### src/rtl/io_bus_responder.sv
// CPU-facing IO responder: LED register, debounced button/switch mailbox,
// scanned 8-digit hex display value and a free-running cycle counter.
module io_bus_responder #(
    parameter int DEBOUNCE = 1000000,
    parameter int SCAN_DIV = 100000
) (
    input  logic        clk,
    input  logic        rst,
    input  logic [7:0]  io_addr,
    input  logic [31:0] io_dout,
    input  logic        io_we,
    output logic [31:0] io_din,
    input  logic [7:0]  sw,
    input  logic        btn,
    output logic [7:0]  led,
    output logic [2:0]  seg_sel,
    output logic [3:0]  seg_hex
);

    localparam int DB_W   = $clog2(DEBOUNCE + 1);
    localparam int SCAN_W = (SCAN_DIV > 1) ? $clog2(SCAN_DIV) : 1;
    localparam logic [DB_W-1:0]   DB_LAST   = DB_W'(DEBOUNCE - 1);
    localparam logic [SCAN_W-1:0] SCAN_LAST = SCAN_W'(SCAN_DIV - 1);

    localparam logic [7:0] ADDR_LED   = 8'h00;
    localparam logic [7:0] ADDR_ACK   = 8'h04;
    localparam logic [7:0] ADDR_IN    = 8'h08;
    localparam logic [7:0] ADDR_SEG   = 8'h0C;
    localparam logic [7:0] ADDR_CYCLE = 8'h10;

    function automatic logic [3:0] nibble_sel(input logic [31:0] value, input logic [2:0] idx);
        logic [3:0] nib;
        nib = 4'h0;
        for (int i = 0; i < 8; i++) begin
            if (idx == 3'(i)) begin
                nib = value[4*i +: 4];
            end else begin
                nib = nib;
            end
        end
        return nib;
    endfunction

    logic [7:0]        r_led;
    logic [31:0]       r_seg;
    logic [31:0]       r_cyc_cnt;
    logic              r_in_vld;
    logic [7:0]        r_in_data;
    logic              r_btn_s1;
    logic              r_btn_s2;
    logic [7:0]        r_sw_s1;
    logic [7:0]        r_sw_s2;
    logic [DB_W-1:0]   r_db_cnt;
    logic              r_btn_db;
    logic              r_btn_db_d;
    logic [SCAN_W-1:0] r_scan_div;
    logic [2:0]        r_seg_sel;

    logic w_led_wr;
    logic w_seg_wr;
    logic w_ack_wr;
    logic w_press;

    assign w_led_wr = io_we && (io_addr == ADDR_LED);
    assign w_seg_wr = io_we && (io_addr == ADDR_SEG);
    assign w_ack_wr = io_we && (io_addr == ADDR_ACK);
    assign w_press  = r_btn_db && !r_btn_db_d;

    // CPU-writable registers and the cycle counter
    always_ff @(posedge clk or negedge rst) begin
        if (!rst) begin
            r_led     <= 8'h00;
            r_seg     <= 32'h0000_0000;
            r_cyc_cnt <= 32'h0000_0000;
        end else begin
            r_cyc_cnt <= r_cyc_cnt + 32'h0000_0001;
            if (w_led_wr) begin
                r_led <= io_dout[7:0];
            end
            if (w_seg_wr) begin
                r_seg <= io_dout;
            end
        end
    end

    // Two-stage synchronizers for the asynchronous board inputs
    always_ff @(posedge clk or negedge rst) begin
        if (!rst) begin
            r_btn_s1 <= 1'b0;
            r_btn_s2 <= 1'b0;
            r_sw_s1  <= 8'h00;
            r_sw_s2  <= 8'h00;
        end else begin
            r_btn_s1 <= btn;
            r_btn_s2 <= r_btn_s1;
            r_sw_s1  <= sw;
            r_sw_s2  <= r_sw_s1;
        end
    end

    // Debounce: the new level must hold DEBOUNCE cycles; any bounce back restarts the count
    always_ff @(posedge clk or negedge rst) begin
        if (!rst) begin
            r_db_cnt   <= '0;
            r_btn_db   <= 1'b0;
            r_btn_db_d <= 1'b0;
        end else begin
            r_btn_db_d <= r_btn_db;
            if (r_btn_s2 != r_btn_db) begin
                if (r_db_cnt == DB_LAST) begin
                    r_btn_db <= r_btn_s2;
                    r_db_cnt <= '0;
                end else begin
                    r_db_cnt <= r_db_cnt + DB_W'(1);
                end
            end else begin
                r_db_cnt <= '0;
            end
        end
    end

    // Input mailbox; a press coinciding with an ACK write wins over the clear
    always_ff @(posedge clk or negedge rst) begin
        if (!rst) begin
            r_in_vld  <= 1'b0;
            r_in_data <= 8'h00;
        end else begin
            if (w_press && (!r_in_vld || w_ack_wr)) begin
                r_in_vld  <= 1'b1;
                r_in_data <= r_sw_s2;
            end else if (w_ack_wr) begin
                r_in_vld <= 1'b0;
            end
        end
    end

    // Display scan: advance the digit index each time the divider wraps
    always_ff @(posedge clk or negedge rst) begin
        if (!rst) begin
            r_scan_div <= '0;
            r_seg_sel  <= 3'd0;
        end else begin
            if (r_scan_div == SCAN_LAST) begin
                r_scan_div <= '0;
                r_seg_sel  <= r_seg_sel + 3'd1;
            end else begin
                r_scan_div <= r_scan_div + SCAN_W'(1);
            end
        end
    end

    // Read mux, combinational on the address
    always_comb begin
        io_din = 32'h0000_0000;
        case (io_addr)
            ADDR_LED:   io_din = {24'h00_0000, r_led};
            ADDR_ACK:   io_din = {31'h0000_0000, r_in_vld};
            ADDR_IN:    io_din = {24'h00_0000, r_in_data};
            ADDR_SEG:   io_din = r_seg;
            ADDR_CYCLE: io_din = r_cyc_cnt;
            default:    io_din = 32'h0000_0000;
        endcase
    end

    assign led     = r_led;
    assign seg_sel = r_seg_sel;
    assign seg_hex = nibble_sel(r_seg, r_seg_sel);

endmodule

### config.mk
export PLATFORM = sky130hd
export DESIGN_NAME = io_bus_responder
export DESIGN_NICKNAME = d
export VERILOG_FILES = /design/src/rtl/io_bus_responder.sv
export SDC_FILE = /design/constraint.sdc
export NUM_CORES = 1
export LEC_CHECK = 0
export ABC_AREA = 1
export CAP_MARGIN = 20
export CORE_MARGIN = 1
export CORE_UTILIZATION = 26
export DETAILED_ROUTE_END_ITERATION = 16
export GPL_TIMING_DRIVEN = 0
export PLACE_DENSITY = 0.45
export SKIP_LAST_GASP = 1
export SLEW_MARGIN = 10
export SYNTH_ARGS = -nofsm -noshare
export SYNTH_HDL_FRONTEND = slang
export SYNTH_SLANG_ARGS = --single-unit
### constraint.sdc
create_clock -name clk -period 1.55 [get_ports clk]
set_input_delay 0.155 -clock clk [delete_from_list [all_inputs] [get_ports clk]]
set_output_delay 0.155 -clock clk [all_outputs]
set_load 0.02 [all_outputs]
==> impl_metrics.ini <==
[worst_setup_path]
cp.arrival_ps = 2000
critPathCaptureType = output pin
crit_family = simple AND/OR/NAND/NOR gates
path_max_fanout = 4
criticalPathCategory = flip-flop to output pin
critical_path_required_ps = 1390
timing.rr.start = r_cyc_cnt[7]
crit_chain = inv_4 > ha_4 > inv_2 > nor2_4 > nand2_1 > nand2_1 > nand2_1 > nand2_1 > nand2_1 > nand2_1 > nand2_1 > nand2_1 > nand2_1 > nand2_2 > buf_6
critPathMaxStageDelay_ps = 480
crit_path_top_delay_cell = dfrtp_2
path_buf_inv = 3
worstSetupStartpoint = seg_sel[0]
crit_top_cell = nand2_1
start_kind = flip-flop

[power]
switching_share = 0.265
p_comb_frac = 0.065
p_leak_nw = 4.98
seqPwrFrac = 0.457
p_int_mw = 6.13
p_per_area_mw_per_mm2 = 776
p_sw_mw = 2.21
clkPwrFrac = 0.478
ir_worst_vdd_uv = 688

[synth]
synth_area_mm2 = 0.00718
ys_types = 35
ys_seq_area_frac = 0.491
syn_inst = 880
avgSynthCellArea_um2 = 8.16
ys_ff_latch = 141
syn_nets = 941
yosysWarnings = 0

[global_routing]
grt_max_degree = 103
antenna_found_initial = 0
overflow = 0
grt_pass1_vias = 6581
grt_pass1_wl_mm = 36.2
grt_use_total = 0.167

[floorplanning]
rows = 60
initial_utilization = 0.266
die_w_um = 168
fp.coreArea_mm2 = 0.0270
io_pins = 99
die_area_mm2 = 0.0283
die_h_um = 168

[layout]
fin_cells = 1426
final_nets = 1133
n_antenna_cell = 0
syn_to_final_growth_pct = 49.6
multi_input_area_mm2 = 0.00382
fillers = 2764
layout-drive-gt1-share = 0.304
final_cell_mix = nand2_1 (171), dfrtp_1 (126), inv_1 (118)
final_common_cell = nand2_1
fin_util = 0.398
seq_area_mm2 = 0.00355

[sta]
fmax_ghz = 0.464
setup_viol = 23
relSlewSlack = 0.643
finalHoldViolations = 0
tightest_slew_ps = 536
fin_worst_skew_ps = 8.81
slew_viol_final = 0
timing.final.ws_setup_ps = -604
timing.final.crit_period_ps = 2150
rsz0062_at_grt = yes
post-route-period-util = 1.39

[routing]
drt_iter0_drc = 391
dr.pass1.iters = 8
drc = 0
vias = 6506
routedWlPerCell_um = 16.1
route.antenna.remaining_nets = 0
totalWireLength_mm = 23.0
avgViaCountPerCell = 4.56

[clocking]
cts_max_path_buffers = 2
htree_levels = 4
clock-sinks = 141
clk_pin_slew_worst_paths_ps = 70
worstSkewPairLatency_ps = 430
root_buffer = clkbuf_16
cts_tree = done
numCtsBuffers = 17

[hold_path]
holdCritStartpoint = io_we
hp-class = primary input to flip-flop

[placement]
gp_congestion = 0.897
dp_hpwl_mm = 16.1
numPortBuffers = 97
placed_cells = 1319
post-place-ws_ps = -1160

[run]
maxCapViolCount = 0

[outcome]
status = finished, violations left
violations = setup timing
## metal layers
layer	global-route usage	share of wire	up-vias	wire (um)
li1	-	-	3196	-
met1	0.219	0.45	3134	10400
met2	0.277	0.49	147	11400
met3	0.0284	0.036	29	828
met4	0.0589	0.017	0	388
met5	0	0	-	0
## layout make-up
class	count	area share
Sequential cell	141	0.330
Timing Repair Buffer	175	0.158
Buffer	14	0.0144
Tap cell	341	0.0397
Multi-Input combinational cell	588	0.355
Inverter	135	0.0500
Clock inverter	15	0.0130
Clock buffer	17	0.0396
## per-stage QoR
| stage | hold WS, ps | TNS [ps] | instance area (um2) | power [mW] |
|---|---|---|---|---|
| 2_1_floorplan | -141 | -20.1 | 7260 | 4.01 |
| 3_3_place_gp | 337 | -887750 | 8650 | 4.34 |
| 3_5_place_dp | 60.3 | -56830 | 8690 | 4.35 |
| 4_1_cts | 138 | -3990 | 9840 | 8.42 |
| 5_1_grt | 148 | -4890 | 10700 | 8.67 |
| 6_report | 146 | -2840 | 10700 | 8.34 |
## power by group through the flow
stage / combinational (mW) / clock (mW) / sequential (mW)
6_report: 0.546 / 3.98 / 3.81
5_1_grt: 0.604 / 4.25 / 3.82
4_1_cts: 0.525 / 4.09 / 3.80
3_5_place_dp: 0.475 / 0 / 3.87
3_3_place_gp: 0.463 / 0 / 3.87
2_1_floorplan: 0.140 / 0 / 3.87
## kinds of logic after synthesis
| logic type | share of synthesized area |
|---|---|
| simple gates | 0.266 |
| buf+inv | 0.0857 |
| flops | 0.491 |
| compound gates | 0.0814 |
| xor+xnor | 0.0598 |
| fa+ha+maj | 0.0157 |
## registers in the layout, summed over array words and instances (netlist names), 8 cells and up
signal,cells
r_cyc_cnt,32
r_seg,32
r_db_cnt,20
r_scan_div,17
led,8
r_in_data,8
r_sw_s1,8
r_sw_s2,8
## cell usage after synthesis, drive strengths merged
cell type | n | area share
xnor2 | 8 | 0.0098
nand4 | 22 | 0.019
nand3b | 2 | 0.0021
a21oi | 38 | 0.026
dfrtp | 141 | 0.49
o22ai | 13 | 0.011
o2111ai | 2 | 0.0024
clkinv | 2 | 0.0012
buf | 13 | 0.013
ha | 9 | 0.016
xor2 | 41 | 0.050
and3 | 1 | 0.00087
nor2 | 101 | 0.055
inv | 133 | 0.070
nand3 | 63 | 0.047
nor3 | 27 | 0.024
nand2 | 203 | 0.11
nor3b | 3 | 0.0031
a31o | 1 | 0.0012
o21ai | 49 | 0.040
clkbuf | 3 | 0.0016
nor4 | 5 | 0.0044
## worst reg2reg max path, delay by kind of cell, from the launching register on
kind	cells	cell delay (ps)
DFF	1	430
xor gates and xnor gates	1	150
buffers and inverters	2	250
and+or+nand+nor	5	690
## worst paths after layout
check                           endpoint  slack (ps)  cells after the start
setup / recovery              seg_hex[3]        -600                     15
hold / removal                 r_seg[31]         150                      3
setup reg to reg           r_cyc_cnt[31]         -90                      8
hold reg to reg               r_sw_s2[7]         350                      0
max in group asynchronous  r_cyc_cnt[10]         510                      3
min in group asynchronous   r_in_data[4]         200                      2
## timing repair
action                                  4_1_cts  5_1_grt
endpoints found under the hold margin        39        0
endpoints found under the setup margin       83       78
gates resized for setup                     316      163
gates cloned                                  3        1
setup buffers                                32       42
hold buffers                                  1        0
pin swaps                                    29       40
Note: power is estimated with default switching activity, not from simulation.
